<file path="src/rtl/lut_cfg_pkg.sv">
// Shared types and constants for the LUT config loader and its cells.
// Truth tables are indexed by {a,b}: bit 3 is a=1,b=1, bit 0 is a=0,b=0.
package lut_cfg_pkg;

    localparam int unsigned CFG_W = 4;

    typedef enum logic [1:0] {
        IDLE,
        LOAD,
        DONE,
        COMMIT
    } state_t;

    localparam logic [CFG_W-1:0] AND  = 4'b1000;
    localparam logic [CFG_W-1:0] OR   = 4'b1110;
    localparam logic [CFG_W-1:0] XOR  = 4'b0110;
    localparam logic [CFG_W-1:0] NOR  = 4'b0001;
    localparam logic [CFG_W-1:0] NAND = 4'b0111;

endpackage

</file>
<file path="src/rtl/lut_cfg_loader_cell.sv">
// One two-input LUT cell: active truth-table register plus a registered 4:1 mux.
// The mux reads the pre-load table, so a load takes effect on the following cycle.
module lut2_cell
    import lut_cfg_pkg::*;
(
    input  logic             clk,
    input  logic             rst_n,
    input  logic             load,
    input  logic [CFG_W-1:0] cfg,
    input  logic             a,
    input  logic             b,
    output logic             y
);

    logic [CFG_W-1:0] table_q;

    always_ff @(posedge clk or negedge rst_n) begin
        if (!rst_n) begin
            table_q <= '0;
            y       <= 1'b0;
        end else begin
            if (load) begin
                table_q <= cfg;
            end
            y <= table_q[{a, b}];
        end
    end

endmodule

</file>
<file path="src/rtl/lut_cfg_loader.sv">
// Streams per-cell truth tables into a shadow bank and commits them atomically
// to a bank of lut2_cell instances that evaluate continuously.
module lut_cfg_loader #(
    parameter int unsigned NUM_CELLS = 8,
    parameter int unsigned CFG_W     = 4
) (
    input  logic                 clk,
    input  logic                 rst_n,
    input  logic                 cfg_valid,
    output logic                 cfg_ready,
    input  logic [CFG_W-1:0]     cfg_data,
    input  logic                 cfg_last,
    input  logic                 commit,
    output logic                 busy,
    output logic                 cfg_err,
    input  logic [NUM_CELLS-1:0] eval_a,
    input  logic [NUM_CELLS-1:0] eval_b,
    output logic [NUM_CELLS-1:0] eval_out,
    output logic                 active_ok
);

    import lut_cfg_pkg::*;

    localparam int unsigned      CNT_W    = $clog2(NUM_CELLS);
    localparam logic [CNT_W-1:0] CNT_LAST = CNT_W'(NUM_CELLS - 1);

    state_t           state_q, state_d;
    logic [CNT_W-1:0] cnt_q;
    logic [CFG_W-1:0] shadow_q [NUM_CELLS];
    logic             err_q;
    logic             ok_q;
    logic             accept;
    logic             commit_load;

    assign accept    = cfg_valid && cfg_ready;
    assign cfg_err   = err_q;
    assign active_ok = ok_q;

    always_ff @(posedge clk or negedge rst_n) begin
        if (!rst_n) begin
            state_q <= IDLE;
        end else begin
            state_q <= state_d;
        end
    end

    always_comb begin
        state_d = state_q;
        case (state_q)
            IDLE: begin
                if (accept && !cfg_last) begin
                    state_d = LOAD;
                end
            end
            LOAD: begin
                if (accept) begin
                    if (cnt_q == CNT_LAST) begin
                        state_d = cfg_last ? DONE : IDLE;
                    end else if (cfg_last) begin
                        state_d = IDLE;
                    end
                end
            end
            DONE: begin
                if (commit) begin
                    state_d = COMMIT;
                end
            end
            COMMIT:  state_d = IDLE;
            default: state_d = IDLE;
        endcase
    end

    // Outputs are held low while reset is asserted, even though the state is IDLE.
    always_comb begin
        cfg_ready   = 1'b0;
        busy        = 1'b0;
        commit_load = 1'b0;
        if (rst_n) begin
            case (state_q)
                IDLE: cfg_ready = 1'b1;
                LOAD: begin
                    cfg_ready = 1'b1;
                    busy      = 1'b1;
                end
                COMMIT: begin
                    busy        = 1'b1;
                    commit_load = 1'b1;
                end
                default: ;
            endcase
        end
    end

    always_ff @(posedge clk or negedge rst_n) begin
        if (!rst_n) begin
            cnt_q <= '0;
            err_q <= 1'b0;
            ok_q  <= 1'b0;
            for (int unsigned i = 0; i < NUM_CELLS; i++) begin
                shadow_q[i] <= '0;
            end
        end else begin
            if (accept && state_q == IDLE) begin
                shadow_q[0] <= cfg_data;
                cnt_q       <= CNT_W'(1);
                err_q       <= cfg_last;
            end else if (accept && state_q == LOAD) begin
                // Overrun is caught on the final slot before any write beyond it.
                if (cnt_q == CNT_LAST) begin
                    cnt_q <= '0;
                    if (cfg_last) begin
                        shadow_q[cnt_q] <= cfg_data;
                    end else begin
                        err_q <= 1'b1;
                    end
                end else begin
                    shadow_q[cnt_q] <= cfg_data;
                    if (cfg_last) begin
                        err_q <= 1'b1;
                        cnt_q <= '0;
                    end else begin
                        cnt_q <= cnt_q + CNT_W'(1);
                    end
                end
            end
            if (state_q == COMMIT) begin
                ok_q <= 1'b1;
            end
        end
    end

    for (genvar i = 0; i < NUM_CELLS; i++) begin : g_cell
        lut2_cell u_cell (
            .clk   (clk),
            .rst_n (rst_n),
            .load  (commit_load),
            .cfg   (shadow_q[i]),
            .a     (eval_a[i]),
            .b     (eval_b[i]),
            .y     (eval_out[i])
        );
    end

endmodule

</file>
<file path="config.mk">
export PLATFORM = sky130hd
export DESIGN_NAME = lut_cfg_loader
export DESIGN_NICKNAME = d
export VERILOG_FILES = /design/src/rtl/lut_cfg_pkg.sv /design/src/rtl/lut_cfg_loader_cell.sv /design/src/rtl/lut_cfg_loader.sv
export SDC_FILE = /design/constraint.sdc
export NUM_CORES = 1
export LEC_CHECK = 0
export ABC_AREA = 1
export BUFFER_PORTS_ARGS = -buffer_cell sky130_fd_sc_hd__buf_4
export CAP_MARGIN = 0
export CORE_ASPECT_RATIO = 0.8
export CORE_UTILIZATION = 50
export DETAILED_ROUTE_END_ITERATION = 8
export GPL_TIMING_DRIVEN = 0
export PLACE_DENSITY = 0.72
export SETUP_SLACK_MARGIN = 0.3
export SYNTH_ARGS = -nofsm -noshare
export SYNTH_HDL_FRONTEND = slang
export SYNTH_SLANG_ARGS = --single-unit
</file>
<file path="constraint.sdc">
create_clock -name clk -period 1.4 [get_ports clk]
set_input_delay 0 -clock clk [delete_from_list [all_inputs] [get_ports clk]]
set_output_delay 0 -clock clk [all_outputs]
set_load 0.02 [all_outputs]
</file>
==> impl_metrics.env, run 1 <==
export IMPL_portBuffers=32
export IMPL_cts_hold_fix_buffers=18
export IMPL_synth_cells=415
export IMPL_grt_pass1_vias=3087
export IMPL_place_gp_congestion=0.854
export IMPL_slew_headroom=0.579
export IMPL_dieWidth_microns=96.1
export IMPL_m1WireLength_mm=4.20
export IMPL_syn_to_final_growth_pct=49.8
export IMPL_cts_sinks=79
export IMPL_seqPwrFrac=0.450
export IMPL_grt_pass1_wl_mm=15.0
export IMPL_antenna_cells=0
export IMPL_fmax_mhz=675
export IMPL_worst_pin_slew_ps=632
export IMPL_synth_nets=442
export IMPL_grt_max_degree=83
export IMPL_postLayoutCoreUtil=0.774
export IMPL_hold_violations=79
export IMPL_power_w=0.00703
export IMPL_period_minus_slack_ps=1480
export IMPL_sw_frac_of_total=0.340
export IMPL_vdd_drop_max_uv=896
export IMPL_critPathCaptureType="flip-flop"
export IMPL_dieArea_sq_um=7430
export IMPL_netlist_area_sq_um=3540
export IMPL_numCtsBuffers=9
export IMPL_gr_usage_all_layers=0.273
export IMPL_synth_ff_latch_count=79
export IMPL_cts_tree="yes"
export IMPL_clockRootBuffer="clkbuf_8"
export IMPL_finalSetupTns_ps=-744
export IMPL_drtIter0Drc=287
export IMPL_criticalPathCategory="flip-flop to flip-flop"
export IMPL_whs_ps=-403
export IMPL_rsz0062_at_grt="true"
export IMPL_io_pins=37
export IMPL_ant_nets=0
export IMPL_required_ps=1650
export IMPL_antenna_found_initial=0
export IMPL_crit_fanout=7
export IMPL_violations="hold timing, setup timing"
export IMPL_pwr_share_clk=0.282
export IMPL_hold_path_class="primary input to async pin"
export IMPL_place_hpwl_mm=5.13
export IMPL_setup_ws_ps=-81.4
export IMPL_firstDrtPassIters=5
export IMPL_synth_top_area_cell="dfrtp_1"
export IMPL_synth_ff_type="dfrtp_1"
export IMPL_clk_latency_ps=370
export IMPL_p_sw_w=0.00239
export IMPL_via_per_inst=5.79
export IMPL_ys_seq_area_frac=0.558
export IMPL_arrival_ps=1730
export IMPL_status="finished with violations"
export IMPL_synth_edf_count=0
export IMPL_p_comb_frac=0.268
export IMPL_core_area_sq_um=6860
export IMPL_netlist_area_leader_share=0.558
export IMPL_syn_area_per_cell_sq_um=8.54
export IMPL_final_setup_viol_count=24
export IMPL_highest_layer="met4"
export IMPL_vias=3483
export IMPL_drive_above_1_share=0.367
export IMPL_p_leak_nw=2.59
export IMPL_fp_row_count=27
export IMPL_start_kind="flip-flop"
export IMPL_cts_buffer_depth=2
export IMPL_overflow=0
export IMPL_skew_ps=15.7
export IMPL_r2r_slack_ps=-80
export IMPL_fin_nets=537
export IMPL_final_max_slew_viol_count=0
export IMPL_start_util=0.517
export IMPL_p_per_area_nw_per_um2=1320
export IMPL_dieHeight_microns=77.3
export IMPL_nFillCells=422
export IMPL_drc=0
export IMPL_dr_wl_met2_mm=5.43
export IMPL_ys_async_sr_fraction=1.00
export IMPL_htreeDepth=3
export IMPL_wl_per_cell_microns=18.1
export IMPL_drt_wl_total_mm=10.9
export IMPL_ys_warn_count=0
export IMPL_ys_types=24
export IMPL_drv_cap=0
export IMPL_cts_clk_slew_worst_paths_ps=80
export IMPL_wl_met3_microns=798
export IMPL_period_share=1.06
export IMPL_synth_area_leaders="dfrtp_1, nand2_1, nand3_1"
export IMPL_internal_power_w=0.00464
## through the flow
stage / setup slack (ps) / instance area, sq um / std cells
after floorplan: 82.2 / 3610 / 415
after global placement: -453 / 3960 / 534
after detailed placement: -479 / 3960 / 534
after CTS: 14.0 / 4760 / 588
after global routing: -116 / 5310 / 602
final: -81.4 / 5310 / 602
## kinds of logic (layout without fill, tap and decap cells)
group           after synthesis  after routing  synth area share
flops                        79             79             0.558
compound gates               24             24            0.0438
simple gates                262            263             0.320
fa+ha+maj                     2              2           0.00706
buf+inv                      48            147            0.0714
## state kept, by name (all words and copies together) (netlist names), named ones only
signal,cells
active_ok,1
cfg_err,1
g_cell.u_cell.y,8
state_q,1
shadow_q,32
cnt_q,3
g_cell.u_cell.table_q,32
## final timing paths
path                            startpoint                  to  cells past startpoint
worst max-delay path              cnt_q[0]        shadow_q[27]                      5
worst min-delay path                 rst_n  g_cell[4].u_cell.y                      1
worst max register to register    cnt_q[0]        shadow_q[27]                      5
worst min register to register   active_ok           active_ok                      1
max in group asynchronous            rst_n          state_q[0]                      1
min in group clk                 cfg_valid          state_q[0]                      5
## timing repair
item	CTS	global route
endpoints found under the hold margin	92	79
resized for setup	58	92
buffers inserted	15	9
pin swaps	13	52
endpoints found under the setup margin	72	70
gates cloned	5	5
## power by group through the flow
stage	logic [W]	registers, W	clock network, W
final	0.00188	0.00317	0.00198
after CTS	0.00153	0.00304	0.00196
after detailed placement	0.00121	0.00311	0
after global routing	0.00204	0.00322	0.00207
after global placement	0.00116	0.00309	0
after floorplan	0.000840	0.00304	0
## layer usage
metal  vias up  track usage
met5         -            0
met4         0        0.109
met3        48       0.0575
met2       173        0.434
met1      1699        0.361
li1       1563            -
## cell usage after synthesis (2+ instances only)
master      n
a32oi_1     8
dfrtp_1    79
nand4_1    28
buf_2       9
nand2_1   171
clkbuf_1    7
ha_1        2
inv_2       2
inv_1      16
nand3_1    48
buf_4       8
buf_6       4
a21oi_1     9
nor2_1     10
o21ai_0     5
## worst max-delay path: stages (launching register included)
cell and delay, ps:
dfrtp_2 430, inv_1 200, nor3_2 400, nand3_2 170, nand2_1 100, nand2_1 60
## final cells by class
type | count | area (sq um) | share of cell area
timing repair buffer | 83 | 867 | 0.163
multi-input combinational | 289 | 1750 | 0.329
inverter | 19 | 78.8 | 0.0149
clock inverter | 5 | 80.1 | 0.0151
sequential | 79 | 1980 | 0.373
buffer | 29 | 294 | 0.0554
clock buffer | 11 | 151 | 0.0285
tap | 87 | 109 | 0.0205
## cell usage in the layout, fill, tap and decap left out, types with 11 or more instances in the layout
master / count
buf_8: 13
buf_6: 16
dlygate4sd3_1: 18
nand3_1: 12
nand3_2: 30
nand2_1: 147
buf_4: 53
nand4_1: 28
nand2_2: 17
inv_1: 16
clkbuf_8: 11
dfrtp_1: 76
(Power assumes the default switching activity.)
==> inputs of run 2 (changes only) <==
--- a/config.mk
+++ b/config.mk
@@ -7,12 +7,11 @@
 export LEC_CHECK = 0
 export ABC_AREA = 1
 export BUFFER_PORTS_ARGS = -buffer_cell sky130_fd_sc_hd__buf_4
-export CAP_MARGIN = 0
 export CORE_ASPECT_RATIO = 0.8
 export CORE_UTILIZATION = 50
 export DETAILED_ROUTE_END_ITERATION = 8
 export GPL_TIMING_DRIVEN = 0
-export PLACE_DENSITY = 0.72
+export PLACE_DENSITY = 0.69
 export SETUP_SLACK_MARGIN = 0.3
 export SYNTH_ARGS = -nofsm -noshare
 export SYNTH_HDL_FRONTEND = slang
==> constraint.sdc (replaced) <==
create_clock -name clk -period 1.49 [get_ports clk]
set_input_delay 0 -clock clk [delete_from_list [all_inputs] [get_ports clk]]
set_output_delay 0 -clock clk [all_outputs]
set_load 0.02 [all_outputs]
==> impl_metrics.env, run 2 (synthesized netlist as in run 1, its figures left out) <==
export IMPL_status="finished with violations"
export IMPL_violations="hold timing"
export IMPL_clockRootBuffer="clkbuf_8"
export IMPL_place_gp_congestion=0.865
export IMPL_final_common_cell="nand2_1"
export IMPL_hold_violations=79
export IMPL_grt_pass1_wl_mm=14.4
export IMPL_m1WireLength_mm=4.07
export IMPL_antenna_cells=0
export IMPL_slowest_stage="dfrtp_2"
export IMPL_internal_power_w=0.00430
export IMPL_slowest_delay_ps=420
export IMPL_via_per_inst=5.47
export IMPL_core_area_sq_um=6860
export IMPL_grt_max_degree=83
export IMPL_dieArea_sq_um=7430
export IMPL_cts_clk_slew_worst_paths_ps=80
export IMPL_rsz0062_at_grt="true"
export IMPL_fp_row_count=27
export IMPL_crit_chain="inv_1 > nor2_1 > nand3_2 > nand2_1 > nand2_1"
export IMPL_p_sw_w=0.00203
export IMPL_io_pins=37
export IMPL_p_leak_nw=2.56
export IMPL_p_comb_frac=0.263
export IMPL_dieHeight_microns=77.3
export IMPL_final_setup_viol_count=0
export IMPL_ant_nets=0
export IMPL_drv_cap=0
export IMPL_drt_wl_total_mm=9.57
export IMPL_dieWidth_microns=96.1
export IMPL_start_util=0.517
export IMPL_arrival_ps=1690
export IMPL_p_per_area_nw_per_um2=1250
export IMPL_reg_top3="g_cell.u_cell.table_q x32, shadow_q x32, g_cell.u_cell.y x8"
export IMPL_firstDrtPassIters=4
export IMPL_clk_latency_ps=360
export IMPL_numCtsBuffers=9
export IMPL_vdd_drop_max_uv=714
export IMPL_antenna_found_initial=0
export IMPL_slew_headroom=0.595
export IMPL_crit_fanout=7
export IMPL_syn_to_final_growth_pct=42.5
export IMPL_fin_nets=538
export IMPL_start_kind="flip-flop"
export IMPL_gr_usage_all_layers=0.258
export IMPL_drive_above_1_share=0.322
export IMPL_cts_sinks=79
export IMPL_sw_frac_of_total=0.320
export IMPL_drc=0
export IMPL_required_ps=1730
export IMPL_finalSetupTns_ps=0
export IMPL_placed_cells=534
export IMPL_wl_per_cell_microns=15.9
export IMPL_most_common_layout_cells="nand2_1, dfrtp_1, buf_4"
export IMPL_vias=3297
export IMPL_final_max_slew_viol_count=0
export IMPL_place_hpwl_mm=5.23
export IMPL_critPathCaptureType="flip-flop"
export IMPL_dr_wl_met2_mm=4.64
export IMPL_portBuffers=32
export IMPL_highest_layer="met4"
export IMPL_cpMostUsedCell="nand2_1"
export IMPL_htreeDepth=3
export IMPL_drtIter0Drc=213
export IMPL_overflow=0
export IMPL_stdcell_count=603
export IMPL_seqPwrFrac=0.458
export IMPL_skew_ps=9.53
export IMPL_fmax_mhz=692
export IMPL_period_share=0.970
export IMPL_grt_pass1_vias=3162
export IMPL_criticalPathCategory="flip-flop to flip-flop"
export IMPL_cts_hold_fix_buffers=17
export IMPL_hold_path_class="primary input to async pin"
export IMPL_whs_ps=-396
export IMPL_pwr_share_clk=0.279
export IMPL_wl_met3_microns=629
export IMPL_cts_buffer_depth=2
export IMPL_postLayoutCoreUtil=0.736
export IMPL_cts_tree="yes"
export IMPL_worst_pin_slew_ps=607
export IMPL_period_minus_slack_ps=1450
run 2: cell types whose count changed in the layout (fill, tap and decap cells not counted), sizes merged:
cell / delta
dlygate4sd3: -1
clkinv: +1
clkbuf: -2
clkinvlp: -1
buf: +4
run 2: area by class of cell:
cell class | instances | area [sq um]
clock inverters | 5 | 81.3
plain buffers | 29 | 272
clock buffers | 11 | 141
flip-flops and latches | 79 | 1980
repair buffers | 84 | 778
well taps | 87 | 109
fillers | 484 | 1810
multi-input cells | 289 | 1610
inverters | 19 | 76.3
run 2: worst paths after layout:
check | to | start | slack, ps | depth (start not counted)
hold reg to reg | g_cell[1].u_cell.table_q[0] | g_cell[1].u_cell.table_q[0] | 480 | 2
min in group clk | state_q[0] | commit | 0 | 5
setup / recovery | shadow_q[2] | cnt_q[0] | 40 | 5
setup reg to reg | shadow_q[2] | cnt_q[0] | 40 | 5
max in group asynchronous | cnt_q[1] | rst_n | 1390 | 1
hold / removal | g_cell[4].u_cell.y | rst_n | -400 | 1
run 2: worst max-delay path: cells and delay by family, from the launching register on:
| kind | cells | cell delay, ps |
|---|---|---|
| buffers and inverters | 1 | 200 |
| flip-flops | 1 | 420 |
| AND/OR/NAND/NOR | 4 | 700 |
run 2: timing repair:
item | 4_1_cts | 5_1_grt
pin swaps | 9 | 15
buffers inserted | 12 | 16
gates resized for setup | 47 | 67
cloned | 5 | 3
setup endpoints to repair | 70 | 70
endpoints found under the hold margin | 91 | 79
run 2: metal layers:
metal / GRT usage / vias up
met1: 0.339 / 1596
met2: 0.409 / 121
li1: - / 1558
met4: 0.0866 / 0
met3: 0.0744 / 22
met5: 0 / -
run 2: through the flow:
stage / hold WS, ps / area [sq um] / power, W / worst slack (ps)
final: -396 / 5050 / 0.00633 / 44.8
after floorplan: -296 / 3610 / 0.00365 / 172
after CTS: -293 / 4650 / 0.00604 / 109
after global placement: 219 / 3960 / 0.00399 / -368
after detailed placement: 222 / 3960 / 0.00404 / -406
after global routing: -354 / 5050 / 0.00667 / -24.5
run 2: power groups by stage:
stage                     registers, W  logic (W)  clock network [W]
after global routing           0.00296    0.00183            0.00188
after global placement         0.00290    0.00109                  0
after CTS                      0.00286    0.00140            0.00179
final                          0.00290    0.00166            0.00176
after floorplan                0.00286   0.000789                  0
after detailed placement       0.00291    0.00113                  0
